`src/rtl/wildcard_match_scheduler.sv`:
```
// Wildcard pattern table scanned by one shared comparator, one entry per cycle; hit at index k
// responds k+1 cycles after acceptance, a miss after ENTRIES cycles. One lookup in flight; resp held until resp_ready.
module wildcard_match_scheduler #(
    parameter int DATA_W  = 8,
    parameter int ENTRIES = 8,
    parameter int IDX_W   = 3,
    parameter int CNT_W   = 16
) (
    input  logic              clk,
    input  logic              rst,
    input  logic              cfg_we,
    input  logic [IDX_W-1:0]  cfg_idx,
    input  logic [DATA_W-1:0] cfg_value,
    input  logic [DATA_W-1:0] cfg_care,
    input  logic              cfg_en,
    input  logic              cfg_clear,
    output logic              cfg_ready,
    input  logic              req_valid,
    input  logic [DATA_W-1:0] req_data,
    output logic              req_ready,
    output logic              resp_valid,
    input  logic              resp_ready,
    output logic              resp_hit,
    output logic [IDX_W-1:0]  resp_idx,
    output logic [CNT_W-1:0]  stat_lookups,
    output logic [CNT_W-1:0]  stat_hits
);

    typedef enum logic [1:0] {IDLE, SCAN, RESP} state_t;

    typedef struct packed {
        logic [DATA_W-1:0] value;
        logic [DATA_W-1:0] care;
    } entry_t;

    state_t              state, state_nxt;
    entry_t              pat_tab [ENTRIES];
    logic [ENTRIES-1:0]  valid;
    logic [DATA_W-1:0]   key;
    logic [IDX_W-1:0]    ptr;
    logic                entry_hit;
    logic                scan_last;

    assign cfg_ready = (state == IDLE);
    assign req_ready = (state == IDLE);

    assign entry_hit = valid[ptr] &&
                       (((key ^ pat_tab[ptr].value) & pat_tab[ptr].care) == '0);
    assign scan_last = (ptr == IDX_W'(ENTRIES - 1));

    always_comb begin
        state_nxt = state;
        case (state)
            IDLE:    if (req_valid) state_nxt = SCAN;
            SCAN:    if (entry_hit || scan_last) state_nxt = RESP;
            RESP:    if (resp_ready) state_nxt = IDLE;
            default: state_nxt = IDLE;
        endcase
    end

    // Pattern storage carries no reset; only the valid bits define table contents.
    always_ff @(posedge clk) begin
        if (!rst && cfg_ready && cfg_we) begin
            pat_tab[cfg_idx] <= '{value: cfg_value, care: cfg_care};
        end
    end

    always_ff @(posedge clk) begin
        if (rst) begin
            state        <= IDLE;
            valid        <= '0;
            ptr          <= '0;
            key          <= '0;
            resp_valid   <= 1'b0;
            resp_hit     <= 1'b0;
            resp_idx     <= '0;
            stat_lookups <= '0;
            stat_hits    <= '0;
        end else begin
            state <= state_nxt;
            case (state)
                IDLE: begin
                    // Clear first, then the write, so the written entry survives a combined op.
                    if (cfg_clear) valid <= '0;
                    if (cfg_we) valid[cfg_idx] <= cfg_en;
                    if (req_valid) begin
                        key <= req_data;
                        ptr <= '0;
                    end
                end
                SCAN: begin
                    if (entry_hit) begin
                        resp_valid <= 1'b1;
                        resp_hit   <= 1'b1;
                        resp_idx   <= ptr;
                    end else if (scan_last) begin
                        resp_valid <= 1'b1;
                        resp_hit   <= 1'b0;
                        resp_idx   <= '0;
                    end else begin
                        ptr <= ptr + IDX_W'(1);
                    end
                end
                RESP: begin
                    if (resp_ready) begin
                        resp_valid <= 1'b0;
                        if (stat_lookups != '1) stat_lookups <= stat_lookups + CNT_W'(1);
                        if (resp_hit && stat_hits != '1) stat_hits <= stat_hits + CNT_W'(1);
                    end
                end
                default: ;
            endcase
        end
    end

endmodule

```
`config.mk`:
```
export PLATFORM = sky130hd
export DESIGN_NAME = wildcard_match_scheduler
export DESIGN_NICKNAME = d
export VERILOG_FILES = /design/src/rtl/wildcard_match_scheduler.sv
export SDC_FILE = /design/constraint.sdc
export NUM_CORES = 1
export LEC_CHECK = 0
export BUFFER_PORTS_ARGS = -buffer_cell sky130_fd_sc_hd__buf_2
export CAP_MARGIN = 5
export CORE_MARGIN = 10
export CORE_UTILIZATION = 45
export DETAILED_ROUTE_END_ITERATION = 8
export SLEW_MARGIN = 40
export SYNTH_ARGS = -nofsm -noshare
export SYNTH_HDL_FRONTEND = slang
export SYNTH_SLANG_ARGS = --single-unit
export TNS_END_PERCENT = 100
```
`constraint.sdc`:
```
create_clock -name clk -period 5.8 [get_ports clk]
set_input_delay 0.58 -clock clk [delete_from_list [all_inputs] [get_ports clk]]
set_output_delay 0.58 -clock clk [all_outputs]
set_load 0.05 [all_outputs]
```
# After elaboration in Yosys (flattened, before gate mapping)
# Memories as Yosys holds them, arrays and structs flattened. A register that Yosys moved wholly into a read port is not among the register bits.
# Index checks and enable logic that the tools add are counted.
[totals]
regBits = 58
latch_bits = 0
ram_bits = 128
mem_bits_ro = 0
in_bits = 34
out_inout_bits = 39
wordCells = 77
mem_count = 1
[op_classes]
addsub = 3
mul = 0
n_div = 0
n_lt_le_gt_ge = 3
eq_ne = 11
shifts = 0
n_mux = 29
bitwise_logic = 2
reduce_logical = 19
[memory_table]
columns = ["name", "depth", "width", "read_ports", "rd_ports_with_merged_regs", "wr", "line", "source"]
rows = [
  ["pat_tab", 8, 16, 1, 1, 1, "37", "entry_t pat_tab [ENTRIES];"],
]
[ops]
columns = ["cell", "count"]
rows = [
  ["$add 16x1->16 const B", 2],
  ["$mux 8", 4],
  ["$ne 16x16->1 const B", 2],
  ["$mux 3", 7],
  ["$reduce_and 3->1", 4],
  ["$mux 1", 9],
  ["$and 8x8->8", 1],
  ["$bwmux 8", 1],
  ["$logic_not 8->1", 1],
  ["$lt 3x4->1 const B", 2],
  ["$ne 2x2->1 const B", 4],
  ["$xor 8x8->8", 1],
  ["$mux 2", 3],
  ["$pmux 2 s3", 1],
  ["$pmux 3 s2", 1],
  ["$reduce_bool 2->1", 3],
  ["$logic_and 1x1->1", 5],
  ["$reduce_and 2->1", 2],
  ["$reduce_and 4->1", 1],
  ["$add 3x1->3 const B", 1],
  ["$bmux 1 s3", 1],
  ["$demux 1 s3", 1],
  ["$eq 3x3->1 const B", 1],
  ["$ge 3x1->1 const B", 1],
  ["8 further kinds", 8],
]

# Longest topological paths before layout
[logic_depth]
ltp_word = 8
depth_mapped = 11
mapped_depth_nobuf = 8

# Worst setup path before layout
# Ideal clock, no wire load.
[synth_timing]
path_type = "flip-flop to flip-flop"
start = "register state[0]"
end = "memory pat_tab[0][0] in the netlist's numbering, enable pin"
setup_ps = 430
t_arrival_ps = 3241
required_ps = 5370
slack_ps = 2129
stages_incl_launch_ff = 5
n_path_buf = 0
synth_period_minus_slack_ps = 3671
cell_sequence = "dfxtp_1 nor2_1 and2_0 nand2b_1 nor4_1"
[synth_between]
elab_chain_cells = 5
[synth_rtl]
columns = ["element", "line", "source"]
rows = [
  ["start, declared", "36", "state_t state, state_nxt;"],
  ["start signal, assigned", "80", "state <= state_nxt;"],
  ["$logic_not 2->1", "44", "assign cfg_ready = (state == IDLE);"],
  ["named net cfg_ready", "17", "output logic cfg_ready,"],
  ["$logic_and 1x1->1 (2 in series)", "63", "if (!rst && cfg_ready && cfg_we) begin"],
  ["$mux 1", "63", ""],
  ["$mux 1 (implied by the code)", "64", "pat_tab[cfg_idx] <= '{value: cfg_value, care: cfg_care};"],
  ["end, declared", "37", ""],
]
# The timed path passes the listed nets, and every way through them passes these cells.

==> results.md <==
* Run status: complete, no violations
* Ys async rst share at 0%
* Element type at the critical path end: flop
* Commonest cells in the netlist: edfxtp_1 (128), dfxtp_1 (61), nor2_1 (60)
* Static Leak at 3.202 nW
* Leading area contributor after synthesis: edfxtp_1
* Number of vias in the routed layout at 5411
* Antenna diodes at 0
* Number of post-CTS setup repair buffers at 0
* Setup TNS at 0 ns
* CTS max path bufs at 2
* Wirelength per Cell at 19.20 µm
* Die Y at 153.9 µm
* Largest family of logic cells by synthesized area: simple AND/OR/NAND/NOR gates
* Final antenna-violating net count at 0
* Synth Area in Compound Gates at 9.342%
* Switching part of the total at 23.60%
* Cell count after synthesis at 647
* Inserted Clock Buffers at 17
* Total wirelength of the detailed-routed design at 18.30 mm
* Crit path cell chain: buf_4 -> and3b_1 -> a311o_1 -> a221oi_2 -> a22oi_1 -> nor3_2 -> o2111ai_4 -> mux2_4 -> nor2_2
* Die Footprint at 23670 µm²
* Post-route minimum period at 3.159 ns
* Pint at 0.002131 W
* Count of endpoints failing setup in the final report at 0
* Required time of the worst setup path at 6.17 ns
* Transition time at the pin with the least slew margin at 0.6524 ns
* Delay of the slowest cell on the worst path at 0.67 ns
* Launching element type of the critical path: flop
* Synthesized-area fraction occupied by and/or/nand/nor cells at 15.49%
* Depth of the CTS H-tree at 4
* Power density over the cells at 301.5 nW/µm²
* Maximum clock rate at 316.6 MHz
* Number of global-route vias before repair at 5542
* Share of final-layout standard cells stronger than drive strength 1 at 19.23%
* Initial DRC count at 389
* Sum of overflow across all layers after global routing at 0
* Core Region at 17420 µm²
* # port buffers at 72
* Synth warn at 0
* Number of max-cap violations at 0
* Setup repair after global routing missed its margin: false
* Clock tree from TritonCTS: done
* Number of detailed-route iterations in the first pass at 6
* Hold/Removal Path Class: in -> reg
* Register share of total power at 52.7%
* Total clock sinks at 189
* Synth Net Count at 685
* Final critical-path share of the clock period at 54.47%
* Adder and majority cell fraction of the synthesized area at 0.6207%
* Largest net degree at the start of global routing at 64
* Fillers at 1467
* Post-synthesis to final-layout area growth at 14.70%
* Remaining max-slew budget at the tightest pin at 56.51%
* Average via count per standard cell at 5.678
* Clock latency on the worst-skew pair at 0.44 ns
* Number of enable flip-flop cells after synthesis at 128
* Global placement routability congestion at 0.8201
* DR DRC count at 0
* Total number of nets in the final design at 753
* Rows at 48
* Count of state elements after synthesis at 189
* Global-route wire length before repair at 29.12 mm
* Number of antenna violations at the first check in global routing at 0
* Switching power of the nets at 0.0006580 W
* Max-slew violation total from the final report at 0
* Top cells by area, synth: edfxtp_1 (48%), dfxtp_1 (15%), nor2_1 (2.8%)
* Power share of the combinational group at 5.0%
* Worst vdd rail ir drop at 0.0002328 V
* Initial core utilization at 46.29%
* Highest fanout seen on the critical path at 33
* Placement-stage worst setup slack at 2.620 ns
* Netlist Area Pre-Place at 8063 µm²
* Seq/Total Area, Yosys at 62.82%
* Number of top-level pins at 73
* Multiplexer share of the synthesized area at 5.106%
* Most instantiated library cell after synthesis: edfxtp_1
* Final hold viol count at 0
* Setup slack of the critical path after layout at 2.641 ns
* Cts-stage hold buffer count at 0
* Clock Root Buffer: clkbuf_16
* Fraction of power consumed by the clock network at 42.2%
* Die width at 153.9 µm
* Clock-pin slew of the registers on the worst-case setup and hold paths at 0.07 ns
* Most common flop cell mapped by yosys: edfxtp_1
* Worst Clk Skew at 0.01190 ns
* Mean instance size in the synthesized netlist at 12.46 µm²
* Worst Setup Path Type: reg -> reg
* Area used by sequential logic in the layout at 5066 µm²
* Post-synthesis cell type count at 62
* Data arrival time of the critical path at 3.53 ns
* Share of the synthesized area in the top cell type at 47.67%
* Combined area of the multi-input logic cells at 2766 µm²
* Global-route usage over all layers at 15.46%
* Detailed placement HPWL at 12.54 mm
* Crit-path slowest cell: dfxtp_2
* Post-cts repair resize count at 0
* Post-Synth XOR/XNOR Area at 3.259%
layout make-up:
class                   instances  area share, %
clock buffers                  18          4.749
clock inverters                14          1.840
inverters                      21         0.8524
multi-input cells             403          29.91
flip-flops and latches        189          54.78
well taps                     225          3.044
repair buffers                 83          4.817
metrics by stage:
step           std cells  util [%]  power (W)  hold slack (ns)  instance area, µm²
6_report             953     53.10   0.002789           0.3837                9248
5_1_grt              953     53.10   0.002882           0.3791                9248
4_1_cts              953     53.10   0.002809           0.3676                9248
3_5_place_dp         921     49.60   0.001642           0.4700                8638
3_3_place_gp         921     49.50   0.001638           0.4632                8622
2_1_floorplan        647         -   0.001591           0.4447                8063
final timing paths:
check | endpoint | start | slack, ns | cells past startpoint
max reg2reg | resp_idx[0]$_SDFFE_PP0P_ | flop | 2.64 | 9
min reg2reg | valid[0]$_SDFFE_PP0P_ | valid[0]$_SDFFE_PP0P_ | 0.48 | 2
max | resp_idx[0]$_SDFFE_PP0P_ | flop | 2.64 | 9
min | key[2]$_SDFFE_PP0P_ | req_data[2] | 0.38 | 3
routing by layer:
metal | track usage [%] | vias to the layer above | part of all wire (%)
li1 | - | 2570 | -
met1 | 18.82 | 2698 | 44
met2 | 26.25 | 118 | 50
met3 | 3.543 | 25 | 3.9
met4 | 5.488 | 0 | 1.5
met5 | 0 | - | 0
worst max-delay path: cells and delay by family, from the launching register on:
| kind | cells | cell delay, ns |
|---|---|---|
| muxes | 1 | 0.35 |
| DFF | 1 | 0.67 |
| AOI/OAI and AO/OA | 4 | 0.97 |
| buffers and inverters | 1 | 0.42 |
| and+or+nand+nor | 3 | 0.68 |
registers in the layout, summed over array words and instances, names as in the netlist, 2 cells and up, named ones only:
register,cells
valid,8
pat_tab,128
key,8
ptr,3
stat_hits,16
state,2
stat_lookups,16
resp_idx,3
cell usage in the layout (no fill, tap or decap), drive strengths merged, types with 15 or more instances in the layout:
cell,instances
clkbuf,18
nand2,51
xor2,17
buf,83
a21oi,34
nor2,61
nand3b,18
nand4,15
o21ai,17
dfxtp,61
edfxtp,128
inv,28
nand3,31
power groups by stage:
stage | combinational (W) | sequential (W) | clock, W
5_1_grt | 0.000156 | 0.00147 | 0.00125
3_3_place_gp | 0.000137 | 0.00150 | 0
2_1_floorplan | 0.000101 | 0.00149 | 0
3_5_place_dp | 0.000141 | 0.00150 | 0
6_report | 0.000141 | 0.00147 | 0.00118
4_1_cts | 0.000142 | 0.00147 | 0.00120
logic make-up after synthesis:
| family | Yosys count |
|---|---|
| compound gates | 105 |
| xor+xnor | 30 |
| fa+ha+maj | 4 |
| buf+inv | 55 |
| flops | 189 |
| mux | 26 |
| simple gates | 238 |
(Power assumes the default switching activity.)
